`src/rtl/sensor_pkg.sv`:
```
// -----------------------------------------------------------------------------
// sensor_pkg
// Shared definitions for the ADC sampling / averaging block:
//   - state_t      : sequencer states (IDLE / ACCUM / PUBLISH)
//   - acc_width    : accumulator width that cannot overflow over one window
//   - presc_width  : width of the sample-tick prescaler counter
//   - cnt_width    : width of the per-window sample counter (at least 1 bit)
// -----------------------------------------------------------------------------
package sensor_pkg;

    typedef enum logic [1:0] {
        ST_IDLE    = 2'd0,
        ST_ACCUM   = 2'd1,
        ST_PUBLISH = 2'd2
    } state_t;

    // Summing 2^avg_log2 samples of data_w bits needs avg_log2 extra bits.
    function automatic int acc_width(input int data_w, input int avg_log2);
        return data_w + avg_log2;
    endfunction

    function automatic int presc_width(input int sample_div);
        return (sample_div > 1) ? $clog2(sample_div) : 1;
    endfunction

    // With no averaging the counter is never more than 0, but a vector
    // still needs one bit.
    function automatic int cnt_width(input int avg_log2);
        return (avg_log2 > 0) ? avg_log2 : 1;
    endfunction

endpackage

```
`src/rtl/adc_ch_accum.sv`:
```
// -----------------------------------------------------------------------------
// adc_ch_accum
// One channel's window accumulator with averaging shift and alarm compare.
// Ports:
//   clk, rst  - clock, synchronous active-high reset
//   clr       - discard the running sum (window abandoned or just published)
//   add       - add sample into the running sum this cycle
//   sample    - channel sample (DATA_W)
//   thr_hi    - alarm threshold (DATA_W)
//   avg       - running sum >> AVG_LOG2, truncated (combinational)
//   above     - avg strictly greater than thr_hi (combinational)
// -----------------------------------------------------------------------------
module adc_ch_accum
    import sensor_pkg::*;
#(
    parameter int DATA_W   = 8,
    parameter int AVG_LOG2 = 2
) (
    input  logic              clk,
    input  logic              rst,
    input  logic              clr,
    input  logic              add,
    input  logic [DATA_W-1:0] sample,
    input  logic [DATA_W-1:0] thr_hi,
    output logic [DATA_W-1:0] avg,
    output logic              above
);

    localparam int ACC_W = acc_width(DATA_W, AVG_LOG2);

    logic [ACC_W-1:0] acc_r;

    // Running window sum; clear wins over add.
    always_ff @(posedge clk) begin
        if (rst) begin
            acc_r <= '0;
        end else if (clr) begin
            acc_r <= '0;
        end else if (add) begin
            acc_r <= acc_r + ACC_W'(sample);
        end else begin
            acc_r <= acc_r;
        end
    end

    // Average by shifting out the window size, then strict threshold compare.
    always_comb begin
        avg   = DATA_W'(acc_r >> AVG_LOG2);
        above = (avg > thr_hi);
    end

endmodule

```
`src/rtl/adc_sampler_avg.sv`:
```
// -----------------------------------------------------------------------------
// adc_sampler_avg
// Samples NUM_CH sensor channels every SAMPLE_DIV clocks while enabled,
// averages 2^AVG_LOG2 samples per channel and publishes the result through a
// valid/ready output with per-channel threshold alarms and a sticky overrun.
// Ports:
//   clk, rst   - clock, synchronous active-high reset
//   en         - sampling enable; low discards the partial window
//   raw_in     - NUM_CH samples, channel 0 in the LSBs
//   thr_hi     - alarm threshold shared by all channels
//   ovr_clr    - clears the sticky overrun flag
//   out_ready  - consumer accepts avg_out
//   avg_out    - registered averages, channel 0 in the LSBs
//   out_valid  - avg_out holds an unconsumed result
//   alarm      - bit i set when channel i average exceeded thr_hi at publish
//   overrun    - sticky: a completed window was dropped
// -----------------------------------------------------------------------------
module adc_sampler_avg
    import sensor_pkg::*;
#(
    parameter int NUM_CH     = 2,
    parameter int DATA_W     = 8,
    parameter int AVG_LOG2   = 2,
    parameter int SAMPLE_DIV = 4
) (
    input  logic                     clk,
    input  logic                     rst,
    input  logic                     en,
    input  logic [NUM_CH*DATA_W-1:0] raw_in,
    input  logic [DATA_W-1:0]        thr_hi,
    input  logic                     ovr_clr,
    input  logic                     out_ready,
    output logic [NUM_CH*DATA_W-1:0] avg_out,
    output logic                     out_valid,
    output logic [NUM_CH-1:0]        alarm,
    output logic                     overrun
);

    localparam int PRESC_W = presc_width(SAMPLE_DIV);
    localparam int CNT_W   = cnt_width(AVG_LOG2);
    localparam logic [PRESC_W-1:0] PRESC_LAST = PRESC_W'(SAMPLE_DIV - 1);
    localparam logic [CNT_W-1:0]   CNT_LAST   = CNT_W'((1 << AVG_LOG2) - 1);

    state_t                     state_r;
    state_t                     state_nx_s;
    logic [PRESC_W-1:0]         presc_r;
    logic [CNT_W-1:0]           cnt_r;
    logic                       tick_s;
    logic                       add_s;
    logic                       publish_s;
    logic                       clr_s;
    logic                       win_done_s;
    logic                       load_s;
    logic                       drop_s;
    logic [NUM_CH*DATA_W-1:0]   avg_s;
    logic [NUM_CH-1:0]          above_s;
    logic [NUM_CH*DATA_W-1:0]   avg_out_r;
    logic                       out_valid_r;
    logic [NUM_CH-1:0]          alarm_r;
    logic                       overrun_r;

    assign tick_s     = en && (presc_r == PRESC_LAST);
    // With AVG_LOG2 = 0 CNT_LAST is 0, so every tick completes a window.
    assign win_done_s = add_s && (cnt_r == CNT_LAST);

    // Sample-tick prescaler, held at 0 while disabled.
    always_ff @(posedge clk) begin
        if (rst) begin
            presc_r <= '0;
        end else if (!en) begin
            presc_r <= '0;
        end else if (presc_r == PRESC_LAST) begin
            presc_r <= '0;
        end else begin
            presc_r <= presc_r + PRESC_W'(1);
        end
    end

    // Samples taken in the current window.
    always_ff @(posedge clk) begin
        if (rst) begin
            cnt_r <= '0;
        end else if (!en) begin
            cnt_r <= '0;
        end else if (add_s) begin
            cnt_r <= win_done_s ? '0 : (cnt_r + CNT_W'(1));
        end else begin
            cnt_r <= cnt_r;
        end
    end

    // Sequencer state register.
    always_ff @(posedge clk) begin
        if (rst) begin
            state_r <= ST_IDLE;
        end else begin
            state_r <= state_nx_s;
        end
    end

    // Sequencer next state; dropping en always returns to IDLE.
    always_comb begin
        state_nx_s = state_r;
        if (!en) begin
            state_nx_s = ST_IDLE;
        end else begin
            case (state_r)
                ST_IDLE:    state_nx_s = ST_ACCUM;
                ST_ACCUM:   state_nx_s = win_done_s ? ST_PUBLISH : ST_ACCUM;
                ST_PUBLISH: state_nx_s = ST_ACCUM;
                default:    state_nx_s = ST_IDLE;
            endcase
        end
    end

    // Sequencer outputs and publish handshake decisions.
    always_comb begin
        add_s     = 1'b0;
        publish_s = 1'b0;
        case (state_r)
            ST_ACCUM:   add_s     = tick_s;
            ST_PUBLISH: publish_s = 1'b1;
            default: begin
                add_s     = 1'b0;
                publish_s = 1'b0;
            end
        endcase
        clr_s  = !en || publish_s;
        load_s = publish_s && (!out_valid_r || out_ready);
        drop_s = publish_s && out_valid_r && !out_ready;
    end

    for (genvar ch = 0; ch < NUM_CH; ch++) begin : g_ch
        adc_ch_accum #(
            .DATA_W   (DATA_W),
            .AVG_LOG2 (AVG_LOG2)
        ) u_accum (
            .clk    (clk),
            .rst    (rst),
            .clr    (clr_s),
            .add    (add_s),
            .sample (raw_in[ch*DATA_W +: DATA_W]),
            .thr_hi (thr_hi),
            .avg    (avg_s[ch*DATA_W +: DATA_W]),
            .above  (above_s[ch])
        );
    end

    // Published result and alarms; only a load may change them.
    always_ff @(posedge clk) begin
        if (rst) begin
            avg_out_r <= '0;
            alarm_r   <= '0;
        end else if (load_s) begin
            avg_out_r <= avg_s;
            alarm_r   <= above_s;
        end else begin
            avg_out_r <= avg_out_r;
            alarm_r   <= alarm_r;
        end
    end

    // Output valid: a load in the same cycle as a consume keeps it set.
    always_ff @(posedge clk) begin
        if (rst) begin
            out_valid_r <= 1'b0;
        end else if (load_s) begin
            out_valid_r <= 1'b1;
        end else if (out_valid_r && out_ready) begin
            out_valid_r <= 1'b0;
        end else begin
            out_valid_r <= out_valid_r;
        end
    end

    // Sticky overrun; a new drop beats a coincident clear.
    always_ff @(posedge clk) begin
        if (rst) begin
            overrun_r <= 1'b0;
        end else if (drop_s) begin
            overrun_r <= 1'b1;
        end else if (ovr_clr) begin
            overrun_r <= 1'b0;
        end else begin
            overrun_r <= overrun_r;
        end
    end

    assign avg_out   = avg_out_r;
    assign out_valid = out_valid_r;
    assign alarm     = alarm_r;
    assign overrun   = overrun_r;

endmodule
```
`config.mk`:
```
export PLATFORM = sky130hd
export DESIGN_NAME = adc_sampler_avg
export DESIGN_NICKNAME = d
export VERILOG_FILES = /design/src/rtl/sensor_pkg.sv /design/src/rtl/adc_ch_accum.sv /design/src/rtl/adc_sampler_avg.sv
export SDC_FILE = /design/constraint.sdc
export NUM_CORES = 1
export LEC_CHECK = 0
export ABC_AREA = 0
export ABC_CLOCK_PERIOD_IN_PS = 2300
export BUFFER_PORTS_ARGS = -buffer_cell sky130_fd_sc_hd__buf_4
export CORE_MARGIN = 2
export CORE_UTILIZATION = 40
export CTS_BUF_LIST = sky130_fd_sc_hd__clkbuf_2
export DETAILED_ROUTE_END_ITERATION = 7
export GPL_TIMING_DRIVEN = 0
export PLACE_DENSITY = 0.65
export SLEW_MARGIN = 20
export SYNTH_ARGS = -nofsm -noshare
export SYNTH_HDL_FRONTEND = slang
export SYNTH_HIERARCHICAL = 1
export SYNTH_SLANG_ARGS = --single-unit
```
`constraint.sdc`:
```
create_clock -name clk -period 2.3 [get_ports clk]
set_clock_uncertainty 0.1 [all_clocks]
set_input_delay 0.69 -clock clk [delete_from_list [all_inputs] [get_ports clk]]
set_output_delay 0.69 -clock clk [all_outputs]
set_load 0.02 [all_outputs]
```
==> impl_metrics.tcl <==
set metrics [dict create \
    synth.cell_area_um2 3200 \
    post_synth_edffs 0 \
    area_of_the_multi_input_gates_um2 1950 \
    critPathKind "register to register" \
    die-area_um2 8720 \
    die_y_um 93.4 \
    ios 49 \
    post_drt_via_cell_ratio 4.92 \
    top_flip_flop_cell_by_instance_count_after_synthesis "dfxtp_1" \
    place.gp.congestion 0.836 \
    synth.area.top_cells "dfxtp_1 (29%), ha_1 (13%), mux2i_1 (9.4%)" \
    avgRoutedWirePerCell_um 13.4 \
    ir_worst_vdd_v 0.000298 \
    register_area_um2 922 \
    first_pass_iters 4 \
    detailroute.via_count 2522 \
    synthMostInstantiatedCell "dfxtp_1" \
    asyncSetResetFlopFracSynth 0 \
    dr.first_iter.drc_count 62 \
    count_of_synthesis_stage_warnings_from_yosys 6 \
    synth_simple_gate_area_frac 0.225 \
    place.port_buffers 48 \
    maximum_number_of_pins_on_one_net_before_global_route_repair 15 \
    muxShareOfSynthArea 0.0939 \
    drc_errors 0 \
    timing.critical_path.fanout_max 10 \
    routed_wl_met2_um 3150 \
    syn_inst 355 \
    holdWs_ns 0.324 \
    initial_core_util 0.414 \
    worst_skew_pair.late_latency_ns 0.44 \
    post-synth-top-area-fraction 0.288 \
    synth_fa_ha_area_frac 0.146 \
    pwr_density_cell_nw_per_um2 381 \
    post-route-period-util 0.950 \
    run_status "complete, no violations" \
    final_cell_area_um2 3750 \
    detailed_place_hpwl_um 5350 \
    rsz_0062_raised_after_global_routing "yes" \
    globalRouteTotalUtil 0.165 \
    critical_path.reg2reg.startpoint "presc_r[0]" \
    fill_cells 767 \
    fin_total_pwr_mw 1.43 \
    met3_wirelength_um 287 \
    core-area_um2 7730 \
    crit_path_start_kind "register" \
    clock_tree.root_cell "clkbuf_2" \
    cts_buffer_depth 2 \
    crit_arrival_ns 2.50 \
    final_nets 475 \
    final_util 0.486 \
    globalRoute.totalOverflow 0 \
    layout-drive-gt1-share 0.231 \
    antennaDiodeCount 0 \
    power_leakage_nw 1.65 \
    synth_commonest_cells "dfxtp_1 (46), nand2b_1 (39), ha_1 (34)" \
    r2r-end "g_ch[0].u_accum/acc_r[7]" \
    reg2reg_setup_slack_ns 0.11 \
    critPathRequiredTime_ns 2.61 \
    placedInstanceArea_um2 3680 \
    timing.max_cap.violations 0 \
    first_global_vias 2494 \
    xor_and_xnor_area_share_after_synthesis 0.0110 \
    worstMarginPinSlew_ns 0.453 \
    wl_met1_um 3330 \
    number_of_distinct_standard_cells_referenced_by_the_synthesized_netlist 41 \
    clock_sinks 46 \
    syn-num-nets 420 \
    synth_top_family_by_area "simple AND/OR/NAND/NOR gates" \
    cts.reportedPaths.clkPinSlew_ns 0.24 \
    finalMaxSlewViolations 0 \
    post-synth-top-area-cell "dfxtp_1" \
    hold-path-endpoint "presc_r[0]" \
    timing.max_slew.rel_slack 0.697 \
    cts_hold_repair.buffers 0 \
    ant_nets 0 \
    area_fraction_in_compound_gates_after_synthesis 0.133 \
    die_w_um 93.4 \
    cts_max_level 2 \
    cts_tree "done" \
    grt_antenna_before_repair 0 \
    seq_area_frac_synth 0.288 \
    worstHoldPathCells 1 \
    top_achievable_clock_speed_mhz 458 \
    top_signal_layer_used "met4" \
    reg2reg_depth 9 \
    cts_buffers 5 \
    timing.final.crit_period_ns 2.19 \
    endpoint_kind "register" \
    num_rows 32 \
    grt_first_pass_wirelength_um 11400 \
    final_hold_viol_count 0 \
    worst_hold_startpoint "presc_r[0]" \
    count_of_final_setup_violators 0 \
    syn_area_per_cell_um2 9.01 \
    areaGrowthSynthToFinish_pct 17.4 \
    class_of_the_most_critical_hold_timing_path "register to register" \
    synth.ff_latch_count 46 \
    wire_length_after_detailed_routing_um 6860 \
]
## cell families (layout without fill, tap and decap cells)
family                   Yosys count  in the layout
buffers and inverters             56            112
AND/OR/NAND/NOR                  121            121
flip-flops                        46             46
XOR/XNOR                           4              4
AO/OA/AOI/OAI                     62             62
multiplexers                      30             30
adder cells (fa/ha/maj)           36             36
## worst max-delay path, cell delays in order (launching register included)
cell and delay [ns]:
dfxtp_2 0.39, ha_1 0.20, and4b_1 0.20, buf_2 0.17, buf_4 0.20, inv_1 0.07
buf_2 0.18, or3_1 0.37, mux2i_1 0.14, a31o_2 0.11
## final cells by class
class                      instances  share of cell area
inverter                          27              0.0270
clock inverter                     2              0.0100
clock buffer                       6             0.00800
timing repair buffer              48              0.0960
multi-input combinational        253               0.519
tap                              102              0.0340
sequential                        46               0.246
buffer                            29              0.0607
## report_power, final
part | total, mW | internal (mW) | switching, mW
clock | 0.475 | 0.187 | 0.287
combinational | 0.151 | 0.0784 | 0.0725
sequential | 0.804 | 0.803 | 0.00151
total | 1.43 | 1.07 | 0.361
## per-layer routing
| metal | track usage | up-vias |
|---|---|---|
| li1 | - | 1332 |
| met1 | 0.222 | 1140 |
| met2 | 0.273 | 43 |
| met3 | 0.0234 | 7 |
| met4 | 0.0527 | 0 |
| met5 | 0 | - |
## repair_timing
item	in CTS	in global routing
gates resized for setup	0	1
buffers inserted	0	0
endpoints found under the setup margin	0	2
## flip-flops by register name, summed over array words and instances, names as in the netlist
name and flops:
g_ch.u_accum/acc_r 20, avg_out 16, alarm 2, cnt_r 2, presc_r 2, state_r 2
out_valid 1, overrun 1
## cells in the final DEF (no fill, tap or decap), types with 6 or more instances in the layout
| cell | instances |
|---|---|
| ha_1 | 34 |
| o31ai_1 | 6 |
| buf_4 | 66 |
| nor2_1 | 20 |
| a21oi_1 | 20 |
| o21a_1 | 6 |
| inv_1 | 27 |
| mux2i_1 | 30 |
| nand2b_1 | 39 |
| o21ai_0 | 8 |
| nor2b_1 | 6 |
| nor3_1 | 7 |
| clkbuf_2 | 6 |
| dfxtp_1 | 45 |
| nand3_1 | 8 |
| or3_1 | 6 |
| nand2_1 | 11 |
## per-stage QoR
stage,worst slack (ns),instances,setup TNS (ns)
after floorplan,0.00702,355,0
after global placement,-0.173,505,-0.702
after detailed placement,-0.196,505,-0.872
after CTS,0.110,513,0
after global routing,-0.0302,513,-0.0540
final,0.115,513,0
## how the worst max path moves through the flow
| stage | depth (start not counted) | slack [ns] | end | startpoint |
|---|---|---|---|---|
| 2_1_floorplan | 8 | 0.007 | g_ch[0].u_accum/acc_r[6] | raw_in[0] |
| 3_3_place_gp | 9 | -0.17 | g_ch[1].u_accum/acc_r[6] | raw_in[8] |
| 3_5_place_dp | 9 | -0.20 | g_ch[1].u_accum/acc_r[6] | raw_in[8] |
| 4_1_cts | 9 | 0.11 | g_ch[1].u_accum/acc_r[7] | presc_r[0] |
| 5_1_grt | 9 | -0.03 | g_ch[0].u_accum/acc_r[7] | presc_r[0] |
| 6_report | 9 | 0.11 | g_ch[0].u_accum/acc_r[7] | presc_r[0] |
Power figures use the tool's default switching activity.
